### config.mk
export PLATFORM = sky130hd
export DESIGN_NAME = mul_div_unit
export DESIGN_NICKNAME = d
export VERILOG_FILES = /design/src/rtl/mul_div_unit.sv
export SDC_FILE = /design/constraint.sdc
export NUM_CORES = 2
export LEC_CHECK = 0
export CORE_MARGIN = 3
export CORE_UTILIZATION = 30
export DETAILED_ROUTE_END_ITERATION = 12
export SYNTH_ARGS = -nofsm -noshare
export SYNTH_HDL_FRONTEND = slang
export SYNTH_SLANG_ARGS = --single-unit
### constraint.sdc
create_clock -name clk -period 14.85 [get_ports clk]
set_clock_uncertainty 0.15 [all_clocks]
set_input_delay 4.455 -clock clk [delete_from_list [all_inputs] [get_ports clk]]
set_output_delay 4.455 -clock clk [all_outputs]
set_load 0.1 [all_outputs]
### src/rtl/mul_div_unit.sv
// mul_div_unit: multiply/divide execution unit that owns the HI/LO pair.
// Runs one operation at a time and returns a tagged result. HI/LO only
// change when that result is handed off to the consumer.
//
// Ports
//   clk, rst       clock and async active-low reset
//   flush          sync flush; drops the op in flight and its HI/LO update
//   in_valid/in_ready, in_funct, in_op_a, in_op_b, in_tag   issue side
//   out_valid/out_ready, out_data, out_wen, out_tag         result side
//
// state | meaning
// ------+-----------------------------------------------------------
// IDLE  | nothing in flight; ready to accept
// MUL   | one cycle to form product / multiply-accumulate
// DIV   | 32 restoring-division steps on operand magnitudes
// FIX   | apply quotient/remainder signs
// DONE  | result presented; waits for out_ready (may accept next op)
module mul_div_unit #(
  parameter int TAG_WIDTH = 6
) (
  input  logic                 clk,
  input  logic                 rst,
  input  logic                 flush,
  input  logic                 in_valid,
  output logic                 in_ready,
  input  logic [5:0]           in_funct,
  input  logic [31:0]          in_op_a,
  input  logic [31:0]          in_op_b,
  input  logic [TAG_WIDTH-1:0] in_tag,
  output logic                 out_valid,
  input  logic                 out_ready,
  output logic [31:0]          out_data,
  output logic                 out_wen,
  output logic [TAG_WIDTH-1:0] out_tag
);

  localparam logic [5:0] FUNCT_MFHI   = 6'h10;
  localparam logic [5:0] FUNCT_MTHI   = 6'h11;
  localparam logic [5:0] FUNCT_MFLO   = 6'h12;
  localparam logic [5:0] FUNCT_MTLO   = 6'h13;
  localparam logic [5:0] FUNCT_MULT   = 6'h18;
  localparam logic [5:0] FUNCT_MULTU  = 6'h19;
  localparam logic [5:0] FUNCT_DIV    = 6'h1A;
  localparam logic [5:0] FUNCT_DIVU   = 6'h1B;
  localparam logic [5:0] FUNCT2_MADD  = 6'h00;
  localparam logic [5:0] FUNCT2_MADDU = 6'h01;
  localparam logic [5:0] FUNCT2_MUL   = 6'h02;
  localparam logic [5:0] FUNCT2_MSUB  = 6'h04;
  localparam logic [5:0] FUNCT2_MSUBU = 6'h05;

  localparam logic [2:0] S_IDLE = 3'd0;
  localparam logic [2:0] S_MUL  = 3'd1;
  localparam logic [2:0] S_DIV  = 3'd2;
  localparam logic [2:0] S_FIX  = 3'd3;
  localparam logic [2:0] S_DONE = 3'd4;

  logic [2:0]           r_state;
  logic [5:0]           r_funct;
  logic [TAG_WIDTH-1:0] r_tag;
  // Multiply: raw operands. Divide: r_a is dividend shifting out / quotient
  // shifting in, r_b is the divisor magnitude.
  logic [31:0]          r_a;
  logic [31:0]          r_b;
  logic [31:0]          r_rem;
  logic [4:0]           r_cnt;
  logic                 r_neg_q;
  logic                 r_neg_r;
  logic [31:0]          r_hi;
  logic [31:0]          r_lo;
  logic [31:0]          r_res_hi;
  logic [31:0]          r_res_lo;
  logic                 r_hi_wen;
  logic                 r_lo_wen;
  logic [31:0]          r_out_data;
  logic                 r_out_wen;

  logic        w_accept;
  logic        w_hs;
  logic [31:0] w_hi_fwd;
  logic [31:0] w_lo_fwd;
  logic        w_in_mul;
  logic        w_in_div;
  logic        w_in_sdiv;
  logic [31:0] w_abs_a;
  logic [31:0] w_abs_b;
  logic        w_mul_sgn;
  logic [63:0] w_a64;
  logic [63:0] w_b64;
  logic [63:0] w_prod;
  logic [63:0] w_acc;
  logic [32:0] w_rem_sh;
  logic        w_ge;
  logic [31:0] w_sub;
  logic [31:0] w_new_rem;
  logic [31:0] w_q_fix;
  logic [31:0] w_r_fix;

  assign out_valid = (r_state == S_DONE);
  assign in_ready  = (r_state == S_IDLE) | ((r_state == S_DONE) & out_ready);
  assign out_data  = r_out_data;
  assign out_wen   = r_out_wen;
  assign out_tag   = r_tag;

  assign w_accept = in_valid & in_ready & ~flush;
  assign w_hs     = out_valid & out_ready & ~flush;

  // A move-from accepted on the same edge as a HI/LO commit sees the new value.
  assign w_hi_fwd = (w_hs & r_hi_wen) ? r_res_hi : r_hi;
  assign w_lo_fwd = (w_hs & r_lo_wen) ? r_res_lo : r_lo;

  assign w_in_mul = (in_funct == FUNCT_MULT)  | (in_funct == FUNCT_MULTU) |
                    (in_funct == FUNCT2_MUL)  | (in_funct == FUNCT2_MADD) |
                    (in_funct == FUNCT2_MADDU) | (in_funct == FUNCT2_MSUB) |
                    (in_funct == FUNCT2_MSUBU);
  assign w_in_div  = (in_funct == FUNCT_DIV) | (in_funct == FUNCT_DIVU);
  assign w_in_sdiv = (in_funct == FUNCT_DIV);
  assign w_abs_a   = (w_in_sdiv & in_op_a[31]) ? -in_op_a : in_op_a;
  assign w_abs_b   = (w_in_sdiv & in_op_b[31]) ? -in_op_b : in_op_b;

  // Low 64 bits of the product of the sign/zero-extended operands are the
  // correct signed or unsigned 64-bit result.
  assign w_mul_sgn = (r_funct == FUNCT_MULT) | (r_funct == FUNCT2_MUL) |
                     (r_funct == FUNCT2_MADD) | (r_funct == FUNCT2_MSUB);
  assign w_a64  = {{32{w_mul_sgn & r_a[31]}}, r_a};
  assign w_b64  = {{32{w_mul_sgn & r_b[31]}}, r_b};
  assign w_prod = w_a64 * w_b64;
  assign w_acc  = {r_hi, r_lo};

  // With a zero divisor every step subtracts nothing: quotient all ones and
  // the remainder ends up holding the dividend magnitude.
  assign w_rem_sh  = {r_rem, r_a[31]};
  assign w_ge      = (w_rem_sh >= {1'b0, r_b});
  assign w_sub     = w_rem_sh[31:0] - r_b;
  assign w_new_rem = w_ge ? w_sub : w_rem_sh[31:0];

  assign w_q_fix = r_neg_q ? -r_a : r_a;
  assign w_r_fix = r_neg_r ? -r_rem : r_rem;

  always_ff @(posedge clk or negedge rst) begin
    if (!rst) begin
      r_state    <= S_IDLE;
      r_funct    <= '0;
      r_tag      <= '0;
      r_a        <= '0;
      r_b        <= '0;
      r_rem      <= '0;
      r_cnt      <= '0;
      r_neg_q    <= 1'b0;
      r_neg_r    <= 1'b0;
      r_hi       <= '0;
      r_lo       <= '0;
      r_res_hi   <= '0;
      r_res_lo   <= '0;
      r_hi_wen   <= 1'b0;
      r_lo_wen   <= 1'b0;
      r_out_data <= '0;
      r_out_wen  <= 1'b0;
    end else if (flush) begin
      r_state    <= S_IDLE;
      r_hi_wen   <= 1'b0;
      r_lo_wen   <= 1'b0;
      r_out_data <= '0;
      r_out_wen  <= 1'b0;
    end else begin
      if (w_hs) begin
        if (r_hi_wen) r_hi <= r_res_hi;
        if (r_lo_wen) r_lo <= r_res_lo;
        r_state    <= S_IDLE;
        r_hi_wen   <= 1'b0;
        r_lo_wen   <= 1'b0;
        r_out_data <= '0;
        r_out_wen  <= 1'b0;
      end

      case (r_state)
        S_MUL: begin
          r_state <= S_DONE;
          if (r_funct == FUNCT2_MUL) begin
            r_out_data <= w_prod[31:0];
            r_out_wen  <= 1'b1;
          end else begin
            r_hi_wen <= 1'b1;
            r_lo_wen <= 1'b1;
            if ((r_funct == FUNCT2_MADD) | (r_funct == FUNCT2_MADDU))
              {r_res_hi, r_res_lo} <= w_acc + w_prod;
            else if ((r_funct == FUNCT2_MSUB) | (r_funct == FUNCT2_MSUBU))
              {r_res_hi, r_res_lo} <= w_acc - w_prod;
            else
              {r_res_hi, r_res_lo} <= w_prod;
          end
        end
        S_DIV: begin
          r_a   <= {r_a[30:0], w_ge};
          r_rem <= w_new_rem;
          r_cnt <= r_cnt - 5'd1;
          if (r_cnt == 5'd0) r_state <= S_FIX;
        end
        S_FIX: begin
          r_state  <= S_DONE;
          r_res_lo <= w_q_fix;
          r_res_hi <= w_r_fix;
          r_hi_wen <= 1'b1;
          r_lo_wen <= 1'b1;
        end
        default: ;
      endcase

      if (w_accept) begin
        r_funct    <= in_funct;
        r_tag      <= in_tag;
        r_hi_wen   <= 1'b0;
        r_lo_wen   <= 1'b0;
        r_out_data <= '0;
        r_out_wen  <= 1'b0;
        if (w_in_mul) begin
          r_state <= S_MUL;
          r_a     <= in_op_a;
          r_b     <= in_op_b;
        end else if (w_in_div) begin
          r_state <= S_DIV;
          r_a     <= w_abs_a;
          r_b     <= w_abs_b;
          r_rem   <= '0;
          r_cnt   <= 5'd31;
          r_neg_q <= w_in_sdiv & (in_op_a[31] ^ in_op_b[31]);
          r_neg_r <= w_in_sdiv & in_op_a[31];
        end else begin
          r_state <= S_DONE;
          if (in_funct == FUNCT_MFHI) begin
            r_out_data <= w_hi_fwd;
            r_out_wen  <= 1'b1;
          end else if (in_funct == FUNCT_MFLO) begin
            r_out_data <= w_lo_fwd;
            r_out_wen  <= 1'b1;
          end else if (in_funct == FUNCT_MTHI) begin
            r_res_hi <= in_op_a;
            r_hi_wen <= 1'b1;
          end else if (in_funct == FUNCT_MTLO) begin
            r_res_lo <= in_op_a;
            r_lo_wen <= 1'b1;
          end
        end
      end
    end
  end

endmodule

### Word level (Yosys, flattened, before mapping)

Index checks and enable logic that the tools add are counted.

* add/subtract/negate cells: 8
* multipliers: 1
* order comparisons: 1
* eq/ne operators: 21
* muxes and demuxes: 88
* bitwise operators: 27
* reductions and logical operators: 11

Operators with widths (count)
* two-way mux 32 bit: 45
* negator 32 bit: 4
* case mux 32 bit (2 select lines): 2
* adder 64 bit: 1
* multiplier 33 x 33 -> 64 bit: 1
* subtractor 64 bit: 1
* == test 6 x 5 -> 1 bit (second input constant): 9
* >= comparator 33 x 32 -> 1 bit: 1
* subtractor 32 bit: 1
* two-way mux 1 bit: 28
* == test 6 x 3 -> 1 bit (second input constant): 4
* two-way mux 5 bit: 4
* two-way mux 3 bit: 6
* bitwise OR 1 bit: 13
* == test 6 x 1 -> 1 bit (second input constant): 2
* == test 6 x 2 -> 1 bit (second input constant): 2
* logical NOT 6 bit: 2
* AND 1 bit: 11
* AND reduction 3 bit: 3
* == test 3 x 2 -> 1 bit (second input constant): 2
* case mux 3 bit (2 select lines): 1
* logical NOT 5 bit: 1
* subtractor 5 x 1 -> 5 bit (second input constant): 1
* case mux 1 bit (2 select lines): 2
* 9 further kinds: 10

* register bits after elaboration: 281
* bits of input ports: 81
* output and inout bits: 41
* logic and storage cells: 174

### Longest topological paths before layout

* depth after elaboration: 18
* mapped depth: 48
* gate-level depth less buffers: 44

### Worst setup path before layout

No wires, ideal clock.

* path type: input to output
* from: input out_ready
* to: output in_ready
* data arrival time: 6.843 ns
* required time: 10.245 ns
* setup slack: 3.402 ns
* stages: 2
* path buffers: 0
* cells stage by stage: inv_1 a211oi_1

* cells in the longest elaborated chain, start to end: 2

RTL lines
* start, declared: line 31 `input logic out_ready,`
* AND 1 bit: line 99 `assign in_ready = (r_state == S_IDLE) | ((r_state == S_DONE) & out_ready);`
* bitwise OR 1 bit: line 99
* end, declared: line 25 `output logic in_ready,`

No other way between the ends.

### Worst setup path after layout

* from: register r_funct[2]
* to: register r_res_hi[31]

* cells in the longest elaborated chain, start to end: 17
* elaborated cells on any way between the ends: 26
* those cells by class: 2 x add/sub; 1 x mul; 5 x eq/ne; 10 x mux; 7 x bitwise; 1 x reduce/logical

RTL lines
* start, declared: line 58 `logic [5:0] r_funct;`
* start signal, assigned: line 209 `r_funct <= in_funct;`
* == test 6 x 5 -> 1 bit / == test 6 x 2 -> 1 bit (equally long branches): line 122, 178
* bitwise OR 1 bit (2 in series): line 122 `assign w_mul_sgn = (r_funct == FUNCT_MULT) | (r_funct == FUNCT2_MUL) |`
* bitwise OR 1 bit: line 123 `(r_funct == FUNCT2_MADD) | (r_funct == FUNCT2_MSUB);`
* AND 1 bit (on tied branches): line 124, 125
* multiplier 33 x 33 -> 64 bit: line 126 `assign w_prod = w_a64 * w_b64;`
* subtractor 64 bit: line 187 `{r_res_hi, r_res_lo} <= w_acc - w_prod;`
* two-way mux 32 bit: line 186 `else if ((r_funct == FUNCT2_MSUB) | (r_funct == FUNCT2_MSUBU))`
* two-way mux 32 bit: line 184 `if ((r_funct == FUNCT2_MADD) | (r_funct == FUNCT2_MADDU))`
* two-way mux 32 bit (*): line 178 `if (r_funct == FUNCT2_MUL) begin`
* case mux 32 bit (2 select lines) (*): line 175 `case (r_state)`
* two-way mux 32 bit: line 235 `end else if (in_funct == FUNCT_MTHI) begin`
* two-way mux 32 bit: line 232 `end else if (in_funct == FUNCT_MFLO) begin`
* two-way mux 32 bit: line 229 `if (in_funct == FUNCT_MFHI) begin`
* two-way mux 32 bit: line 219 `end else if (w_in_div) begin`
* two-way mux 32 bit: line 215 `if (w_in_mul) begin`
* two-way mux 32 bit (*): line 208 `if (w_accept) begin`
* end signal, assigned: line 189 `{r_res_hi, r_res_lo} <= w_prod;`
* end signal, assigned: line 201 `r_res_hi <= w_r_fix;`
* end signal, assigned: line 236 `r_res_hi <= in_op_a;`
* end, declared: line 70 `logic [31:0] r_res_hi;`

Mark *: on every way between the ends. The rest lies on a longest branch, timed or not.
A chain may end at the register's enable or synchronous reset.

==> flow_summary.toml <==
[worst_setup_path]
crit_type = "reg -> reg"
worst_ep_required_time_ns = 15.20
reg2reg_to = "r_res_hi[31]$_DFFE_PN0N_"
cp_top_family = "adder cells"
crit_fanout = 34
path_buf_inv = 4
cp-end-kind = "flop"
r2r_cells = 40
max_stage_delay_ns = 0.82
r2r-start = "r_funct[2]$_DFFE_PN0P_"
startpoint_type = "flop"
ff2ff_setup_slack_ns = 1.62
critical-path-slowest-cell = "nand2_1"
crit_arrival_ns = 13.58
crit_top_cell = "fa_1"

[global_routing]
antenna_found_initial = 14
grt_max_degree = 85
first_global_vias = 55987
grt_usage_pct = 22.4
grt_first_pass_wirelength_mm = 367
grt_overflow_total = 0

[sta]
slew_headroom_pct = 19.9
hold_viol = 0
worstMarginPinSlew_ns = 1.20
max_freq_mhz = 75.6
slew_viol_final = 0
fin_crit_sh_pct = 89.1
fin_crit_ns = 13.23
finalSetupViolations = 0
final.setup.tns_ns = 0
rsz0062_at_grt = "no"

[routing]
drc = 0
ant_nets = 0
finalWirelength_mm = 245
dr.pass1.iters = 6
post_drt_wl_per_cell_um = 24.3
drt_iter0_markers = 5207
vias = 54332
routed_via_density = 5.37

[logic_synthesis]
syn-cell-area_um2 = 63000
synth.distinct_cells = 100
synthArstFlopShare_pct = 100
synth.avg_cell_area_um2 = 8.46
synth_common_cells = "inv_1 (1261), fa_1 (1128), nand2_1 (1111)"
synth-main-ff-cell = "dfrtp_1"
synth.area.top_cells = "fa_1 (36%), dfrtp_1 (11%), ha_1 (7.6%), inv_1 (7.5%), nand2_1 (6.6%)"
yosysMostFrequentCell = "inv_1"
synth-simple-area-share_pct = 15.5
synth_warnings = 0
synth_xor_area_share_pct = 3.85
syn_nets = 9033
yosysSeqAreaShare_pct = 11.2
synth_top_family_by_area = "adder cells"
synth-adder-area-share_pct = 43.4
syn-instance-count = 7444
synth_top_cell_by_area = "fa_1"
synth-edff-count = 0
ys_ff_latch = 281
synth.top_cell.area_share_pct = 35.9
synth_compound_area_share_pct = 13.8
synth_mux_area_share_pct = 1.99

[clocking]
cts_resized = 0
cts_buffers = 41
cts.sinks = 281
cts_post_setup_buffers_inserted = 0
cts_hold_buf = 0
clock_latency_ns = 0.64
h-tree-depth = 2
cts_tree = "built"
clock_path_buffers = 3
clkSlewWorstSetupHoldPaths_ns = 0.05
clock-root-buffer = "clkbuf_16"

[floorplan]
rows = 167
die-area_um2 = 215000
die-width_um = 464
initial_core_util_pct = 30.3
core_um2 = 208000
chipHeight_um = 464
io_pins = 122

[place]
place.detailed.hpwl_mm = 195
place.gp.congestion = 0.982
port-buffer-count = 121

[cells_and_area]
area_delta_synth_final_pct = 8.68
drive_above_1_share_pct = 4.95
final_nets = 8874

[hold_path]
whs_endpoint = "out_tag[1]$_DFFE_PN0P_"
min_from = "out_tag[1]$_DFFE_PN0P_"
holdPathStages = 2
hold_class = "reg -> reg"

[run_status]
outcome = "completed"

[flow_run]
cap_violations = 0
how the worst max path moves through the flow:
stage | start | to | depth (start not counted)
floorplan | out_ready | in_ready | 2
global placement | r_funct[2]$_DFFE_PN0P_ | r_res_hi[31]$_DFFE_PN0N_ | 40
detailed placement | r_funct[2]$_DFFE_PN0P_ | r_res_hi[31]$_DFFE_PN0N_ | 40
CTS | r_funct[2]$_DFFE_PN0P_ | r_res_hi[31]$_DFFE_PN0N_ | 40
global route | r_funct[2]$_DFFE_PN0P_ | r_res_hi[31]$_DFFE_PN0N_ | 40
finish | r_funct[2]$_DFFE_PN0P_ | r_res_hi[31]$_DFFE_PN0N_ | 40
state kept, by name, indices dropped and copies added (netlist names):
name,count
r_neg_r,1
out_data,32
r_b,32
r_a,32
out_tag,6
r_lo_wen,1
out_wen,1
r_lo,32
r_res_hi,32
r_res_lo,32
r_hi_wen,1
r_state,3
r_hi,32
r_neg_q,1
r_funct,6
r_rem,32
r_cnt,5
routing by layer:
metal	share of wire (%)	vias up	routed length, um	global-route usage (%)
met5	0.011	-	26	0
met4	5.6	4	13700	10.7
met3	9.1	533	22200	4.58
met2	46	2704	112000	35.7
met1	40	27739	97400	29.1
li1	-	23352	-	-
cell usage in the layout (no fill, tap or decap), types with 17 or more instances in the layout:
cell / synthesis / final
a221oi_1: 37 / 37
o22ai_1: 50 / 50
or3_1: 17 / 17
o21ai_1: 29 / 30
nand4_1: 45 / 45
xor2_1: 102 / 102
a21o_1: 78 / 78
o41ai_1: 23 / 23
or2_2: 19 / 19
o31ai_1: 55 / 55
clkdlybuf4s50_1: 0 / 119
xnor2_1: 170 / 170
dfrtp_1: 281 / 277
nor4_1: 40 / 38
mux2_2: 84 / 84
clkbuf_16: 0 / 41
nor2_1: 387 / 382
inv_1: 1261 / 1260
buf_4: 0 / 131
a22oi_1: 31 / 31
and2_1: 272 / 272
or4_1: 20 / 20
a211oi_1: 66 / 66
nand2b_1: 36 / 36
o21ai_0: 322 / 321
mux2i_1: 31 / 31
ha_1: 380 / 380
o21bai_1: 48 / 48
a21oi_1: 397 / 397
nor2b_1: 29 / 29
fa_1: 1128 / 1128
and3_1: 29 / 29
a2111oi_0: 19 / 19
a31oi_1: 46 / 46
o211ai_1: 24 / 24
nand3_1: 69 / 69
nand2_1: 1111 / 1108
nor3_1: 71 / 69
cell type report:
| cell class | instances | area, um2 |
|---|---|---|
| Tap cell | 2788 | 3490 |
| Inverter | 1266 | 4750 |
| Timing Repair Buffer | 253 | 2210 |
| Fill cell | 21781 | 139000 |
| Clock buffer | 58 | 1190 |
| Multi-Input combinational cell | 5442 | 49500 |
| Antenna cell | 5 | 12.5 |
| Clock inverter | 16 | 218 |
| Sequential cell | 281 | 7040 |
logic make-up (layout without fill, tap and decap cells):
group | after synthesis | after routing
fa+ha+maj | 1508 | 1508
flops | 281 | 281
xor+xnor | 274 | 274
simple gates | 2171 | 2171
mux | 115 | 115
buf+inv | 1721 | 1593
other cells | 0 | 5
compound gates | 1374 | 1374
worst register-to-register path, delay by kind of cell, from the launching register on:
kind | cells | cell delay, ns
AND/OR/NAND/NOR | 5 | 1.68
AO/OA/AOI/OAI | 18 | 4.06
adder cells (fa/ha/maj) | 10 | 4.75
XOR/XNOR | 3 | 1.16
buffers and inverters | 4 | 0.91
flip-flops | 1 | 0.38
per-stage QoR:
stage / instances / utilization, % / setup slack, ns / hold WS [ns] / cell area [um2]
floorplan: 7444 / - / 3.40 / 0.296 / 63000
global placement: 10030 / 32.2 / 1.85 / 0.309 / 67000
detailed placement: 10030 / 32.2 / 1.92 / 0.313 / 67000
CTS: 10104 / 32.9 / 1.92 / 0.333 / 68400
global route: 10104 / 32.9 / 1.24 / 0.350 / 68400
finish: 10109 / 32.9 / 1.62 / 0.329 / 68400
Power is left out: the tool's default activity adds up to more than one toggle a clock period on the data nets, which glitch-free logic cannot reach.
